<file path="config.mk">
export PLATFORM = sky130hd
export DESIGN_NAME = led_pwm_blinker
export DESIGN_NICKNAME = d
export VERILOG_FILES = /design/src/rtl/led_pwm_blinker.sv
export SDC_FILE = /design/constraint.sdc
export NUM_CORES = 1
export LEC_CHECK = 0
export ABC_AREA = 1
export CORE_MARGIN = 3
export CORE_UTILIZATION = 40
export CTS_BUF_LIST = sky130_fd_sc_hd__clkbuf_8
export CTS_CLUSTER_DIAMETER = 120
export DETAILED_ROUTE_END_ITERATION = 16
export PLACE_DENSITY = 0.57
export RECOVER_POWER = 100
export SYNTH_ARGS = -nofsm -noshare
export SYNTH_HDL_FRONTEND = slang
export SYNTH_SLANG_ARGS = --single-unit
</file>
<file path="constraint.sdc">
create_clock -name CLK -period 6.84 [get_ports CLK]
set_input_delay 0.684 -clock CLK [delete_from_list [all_inputs] [get_ports CLK]]
set_output_delay 0.684 -clock CLK [all_outputs]
set_load 0.1 [all_outputs]
</file>
<file path="src/rtl/led_pwm_blinker.sv">
// -----------------------------------------------------------------------------
// led_pwm_blinker
//   Multi-channel LED driver. A shared prescaler divides the board clock into
//   ticks. Each tick advances a shared phase counter. Each phase wrap toggles a
//   shared blink flag. Every channel independently selects OFF, ON, BLINK or
//   PWM (phase < duty) and drives one registered LED pin.
//
// Ports
//   CLK    in   1         clock, rising edge
//   RESET  in   1         asynchronous reset, active-high
//   WE     in   1         write strobe, one write per cycle
//   WADDR  in   ADDR_W    0..CHANNELS-1 = channel config, CHANNELS = DIV
//   WDATA  in   WIDTH     write data: channel {mode[1:0], duty} or DIV value
//   LED    out  CHANNELS  registered LED drive, bit i = channel i
//   TICK   out  1         registered, one cycle per prescaler terminal count
//   WRAP   out  1         registered, one cycle per phase wrap max->0
// -----------------------------------------------------------------------------
module led_pwm_blinker #(
   parameter  int CHANNELS    = 5,
   parameter  int WIDTH       = 22,
   parameter  int DUTY_W      = 8,
   parameter  int DEFAULT_DIV = 8191,
   localparam int ADDR_W      = $clog2(CHANNELS + 1)
) (
   input  logic                CLK,
   input  logic                RESET,
   input  logic                WE,
   input  logic [ADDR_W-1:0]   WADDR,
   input  logic [WIDTH-1:0]    WDATA,
   output logic [CHANNELS-1:0] LED,
   output logic                TICK,
   output logic                WRAP
);

   typedef enum logic [1:0] {
      MODE_OFF   = 2'b00,
      MODE_ON    = 2'b01,
      MODE_BLINK = 2'b10,
      MODE_PWM   = 2'b11
   } mode_t;

   localparam logic [DUTY_W-1:0] DUTY_RESET = {1'b1, {(DUTY_W-1){1'b0}}};

   // Shared timebase
   logic [WIDTH-1:0]    r_presc;
   logic [WIDTH-1:0]    r_div;
   logic [DUTY_W-1:0]   r_phase;
   logic                r_blink;

   // Per-channel configuration
   mode_t               r_mode [CHANNELS];
   logic [DUTY_W-1:0]   r_duty [CHANNELS];

   // Registered outputs
   logic [CHANNELS-1:0] r_led;
   logic                r_tick;
   logic                r_wrap;

   logic                w_div_wr;
   logic                w_cfg_wr;
   logic                w_tick;
   logic                w_wrap;
   logic [CHANNELS-1:0] w_led_next;

   assign w_div_wr = WE && (WADDR == ADDR_W'(CHANNELS));
   assign w_cfg_wr = WE && (WADDR <  ADDR_W'(CHANNELS));

   // A DIV write restarts the timebase, so a terminal count coinciding with
   // it must not produce a tick (and hence no wrap or blink toggle either).
   assign w_tick = (r_presc == r_div) && !w_div_wr;
   assign w_wrap = w_tick && (r_phase == '1);

   always_comb begin
      // NOTE: default first so every path assigns every bit; no latch.
      w_led_next = '0;
      for (int i = 0; i < CHANNELS; i++) begin
         case (r_mode[i])
            MODE_OFF:   w_led_next[i] = 1'b0;
            MODE_ON:    w_led_next[i] = 1'b1;
            MODE_BLINK: w_led_next[i] = r_blink;
            MODE_PWM:   w_led_next[i] = (r_phase < r_duty[i]);
            default:    w_led_next[i] = 1'b0;
         endcase
      end
   end

   always_ff @(posedge CLK or posedge RESET) begin
      if (RESET) begin
         r_presc <= '0;
         r_phase <= '0;
         r_div   <= WIDTH'(DEFAULT_DIV);
         r_blink <= 1'b0;
         r_led   <= '0;
         r_tick  <= 1'b0;
         r_wrap  <= 1'b0;
         // NOTE: the config array is plain flops with defined reset values
         // (mode BLINK, half duty), not a RAM, so it is reset like any register.
         for (int i = 0; i < CHANNELS; i++) begin
            r_mode[i] <= MODE_BLINK;
            r_duty[i] <= DUTY_RESET;
         end
      end else begin
         // NOTE: non-blocking throughout, so LED/TICK/WRAP are computed from
         // the pre-edge counter and config values.
         r_led  <= w_led_next;
         r_tick <= w_tick;
         r_wrap <= w_wrap;

         if (w_div_wr) begin
            r_div   <= WDATA;
            r_presc <= '0;
            r_phase <= '0;
         end else if (w_tick) begin
            r_presc <= '0;
            r_phase <= r_phase + DUTY_W'(1);
         end else begin
            r_presc <= r_presc + WIDTH'(1);
         end

         if (w_wrap) begin
            r_blink <= ~r_blink;
         end

         for (int i = 0; i < CHANNELS; i++) begin
            if (w_cfg_wr && (WADDR == ADDR_W'(i))) begin
               r_mode[i] <= mode_t'(WDATA[DUTY_W+1:DUTY_W]);
               r_duty[i] <= WDATA[DUTY_W-1:0];
            end
         end
      end
   end

   assign LED  = r_led;
   assign TICK = r_tick;
   assign WRAP = r_wrap;

endmodule

</file>
==> flow_summary_export.csv <==
group,metric,value,unit
setup_path,crit-reg2reg-launch,"r_div[8]",
power,total_power,1.74,mW
global_routing,gr-usage-all-layers,0.164,
finish,fin_util,0.457,
setup_path,worst-r2r-setup-slack,4.58,ns
synthesis,synth_top_cells_by_area,"dfrtp_1 36%, nand2_1 13%, dfstp_2 10%, ha_1 7.8%, inv_1 7.2%",
setup_path,arrival,4.44,ns
timing,finalClockSkew,0.0154,ns
finish,area_growth_syn_to_layout,11.8,%
setup_path,reg2regPathDepth,11,
setup_path,timing_worst_setup_path_type,"in2reg",
timing,fmax,238,MHz
placed_design,port_buffers,34,
placed_design,dp_hpwl,9.41,mm
setup_path,crit_path_max_fanout,33,
power,power.static_leakage,3.32,nW
synthesis,synth_top_cell_area_share,0.365,
global_routing,overflow,0,
timing,timing.final.max_slew_violations,53,
clock_tree,cts_hold_buffers,0,
synthesis,yosysWarnings,0,
synthesis,synthDistinctLibCells,26,
synthesis,post_synth_xor_area_fraction,0.0381,
timing,slew-limit-headroom,-0.556,
placed_design,routabilityCongestion,0.847,
global_routing,maximum_number_of_pins_on_one_net_before_global_route_repair,60,
clock_tree,clkSlewWorstSetupHoldPaths,0.10,ns
synthesis,synth_seq_area_share,0.466,
synthesis,ys_seq_elements,110,
synthesis,synth_flop_cell,"dfrtp_1",
power,power-per-cell-area,260,nW/um^2
synthesis,adder_cell_fraction_of_synth_area,0.0776,
setup_path,worst_reg2reg_path_endpoint,"r_presc[19]",
synthesis,dominant_combinational_cell_family_by_area_after_synthesis,"simple AND/OR/NAND/NOR gates",
placed_design,placedInstanceArea,6470,sq um
finish,layout.nets,846,
timing,min_period_over_period,0.614,
power,ir_worst_vdd,100,uV
synthesis,mappedNetlistArea,5970,sq um
global_routing,first_global_vias,4700,
clock_tree,post_cts_resized,0,
synthesis,postSynth.asyncResetShare,1.00,
drt,drc,0,
clock_tree,max-clock-path-buffers,2,
floorplanning,rows,44,
drt,via_cell_ratio,4.81,
timing,setup_tns,0,ns
synthesis,synthSimpleGateAreaFrac,0.243,
synthesis,syn-instance-count,752,
floorplanning,die_y,128,microns
drt,via_count,4668,
synthesis,synth.mux.area_fraction,0,
outcome,status,"complete, but fails checks",
synthesis,yosysTopAreaCell,"dfrtp_1",
clock_tree,cts_sink_count,110,
finish,n_antenna_cell,0,
setup_path,cp-end-kind,"register",
setup_path,worst_path_required,7.08,ns
floorplanning,die_w,128,microns
drt,firstDrtPassIters,4,
flow_run,timing.max_cap.violations,1,
setup_path,crit_start,"WADDR[1]",
timing,final.min_clock_period,4.20,ns
global_routing,antenna_violations_before_repair,0,
synthesis,syn_nets,817,
synthesis,synth_compound_area_frac,0.0868,
finish,layout.filler_cells,1457,
drt,drt-wirelength-per-cell,13.1,microns
timing,finalHoldViolations,0,
clock_tree,clkLatencyLatePin,0.39,ns
finish,drive_gt1_frac,0.0751,
clock_tree,tritoncts,"yes",
clock_tree,clock_root_buffer,"clkbuf_8",
clock_tree,ctsHtreeMaxLevel,3,
finish,final_cell_area,6670,sq um
global_routing,grt_pass1_wl,21.5,mm
setup_path,critical_path.startpoint_type,"input port",
synthesis,synth_enable_flop_cells,0,
clock_tree,cts_post_setup_buffers_inserted,0,
drt,antenna_left,0,
floorplanning,initial_core_util,0.409,
floorplanning,design.portCount,35,
timing,finalSetupViolCount,0,
outcome,violations,"capacitance limit, slew limit",
floorplanning,coreArea,14600,sq um
drt,drt_iter0_drc,223,
synthesis,synthesis.area_per_instance,7.94,sq um
clock_tree,cts-buffers-inserted,9,
floorplanning,die_area,16400,sq um
setup_path,timing.critical_path.to,"r_presc[19]",
hold_path,min_path_type,"reg2reg",
timing,transition_time_at_the_pin_with_the_least_slew_margin,2.32,ns
drt,wl,12.7,mm
timing,unrepaired_setup_endpoints_after_global_routing,"false",
[stage by stage]
stage | worst slack, ns | hold WS [ns] | cells
after floorplan | 3.29 | 0.450 | 752
after global placement | 4.02 | 0.464 | 954
after detailed placement | 3.97 | 0.463 | 954
after CTS | 4.26 | 0.479 | 970
after global routing | 2.19 | 0.498 | 970
final | 2.64 | 0.477 | 970
[worst max-delay path: stages]
cell and delay, ns:
dlygate4sd3_1 0.59, inv_1 0.11, nand2_1 0.07, nor2_2 0.08, clkbuf_1 1.01, inv_1 0.58
clkbuf_1 0.45, nand2_1 0.73, nor2_1 0.13
[state kept, by name, summed over array words and instances (netlist names)]
| register | flops |
|---|---|
| r_duty | 40 |
| r_div | 22 |
| r_presc | 22 |
| r_mode | 10 |
| r_phase | 8 |
| LED | 5 |
| TICK | 1 |
| WRAP | 1 |
| r_blink | 1 |
[kinds of logic (layout without fill, tap and decap cells)]
kind of cell | after synthesis | after routing
buf+inv | 135 | 169
simple gates | 343 | 343
flops | 110 | 110
fa+ha+maj | 37 | 37
xor+xnor | 26 | 26
compound gates | 101 | 101
[area by class of cell]
type | count | area, sq um | share of cell area
well taps | 184 | 230 | 0.0345
multi-input cells | 507 | 2650 | 0.397
inverters | 116 | 437 | 0.0654
clock buffers | 10 | 138 | 0.0206
repair buffers | 37 | 355 | 0.0533
flip-flops and latches | 110 | 2780 | 0.417
clock inverters | 6 | 85.1 | 0.0128
[how the worst min path moves through the flow]
stage | start | endpoint | slack [ns] | cells past startpoint
final | r_div[10] | r_div[10] | 0.48 | 2
after global routing | r_div[10] | r_div[10] | 0.50 | 2
after CTS | r_div[10] | r_div[10] | 0.48 | 2
after detailed placement | r_div[10] | r_div[10] | 0.46 | 2
after global placement | r_div[10] | r_div[10] | 0.46 | 2
after floorplan | r_div[10] | r_div[10] | 0.45 | 2
[routing by layer]
metal | vias to the layer above | track usage | share of wire
li1 | 2417 | - | -
met2 | 69 | 0.288 | 0.50
met1 | 2159 | 0.199 | 0.44
met4 | 0 | 0.0718 | 0.026
met3 | 23 | 0.0263 | 0.032
met5 | - | 0 | 0
[placed cells by master, fill, tap and decap left out]
cell type,instances
a211oi_1,5
a21oi_1,23
buf_4,1
bufinv_16,2
clkbuf_1,2
clkbuf_8,10
clkdlybuf4s50_1,24
clkinv_2,2
clkinvlp_2,1
clkinvlp_4,2
dfrtp_1,87
dfstp_2,23
dlygate4sd3_1,10
ha_1,37
inv_1,114
inv_2,1
nand2_1,211
nand2_2,4
nand3_1,28
nand4_1,15
nor2_1,61
nor2_2,7
nor2_4,2
nor3_1,9
nor3_2,2
nor3b_1,1
nor4_1,1
o21ai_0,73
or2_2,2
xnor2_1,9
xor2_1,17
[cells in the mapped netlist, types with 4 or more instances]
master and instances:
dfrtp_1 87, nor2_2 7, nand2_2 4, clkbuf_1 16
xnor2_1 9, o21ai_0 72, a211oi_1 5, nand4_1 15
nor3_1 8, a21oi_1 23, ha_1 37, nand2_1 210
nor2_1 61, nand3_1 28, inv_1 115, xor2_1 17
dfstp_2 23
[where the power goes]
group	switching, mW	internal (mW)
clock network	0.226	0.215
logic	0.274	0.163
registers	0.0830	0.777
total	0.583	1.15
Power figures use the tool's default switching activity.
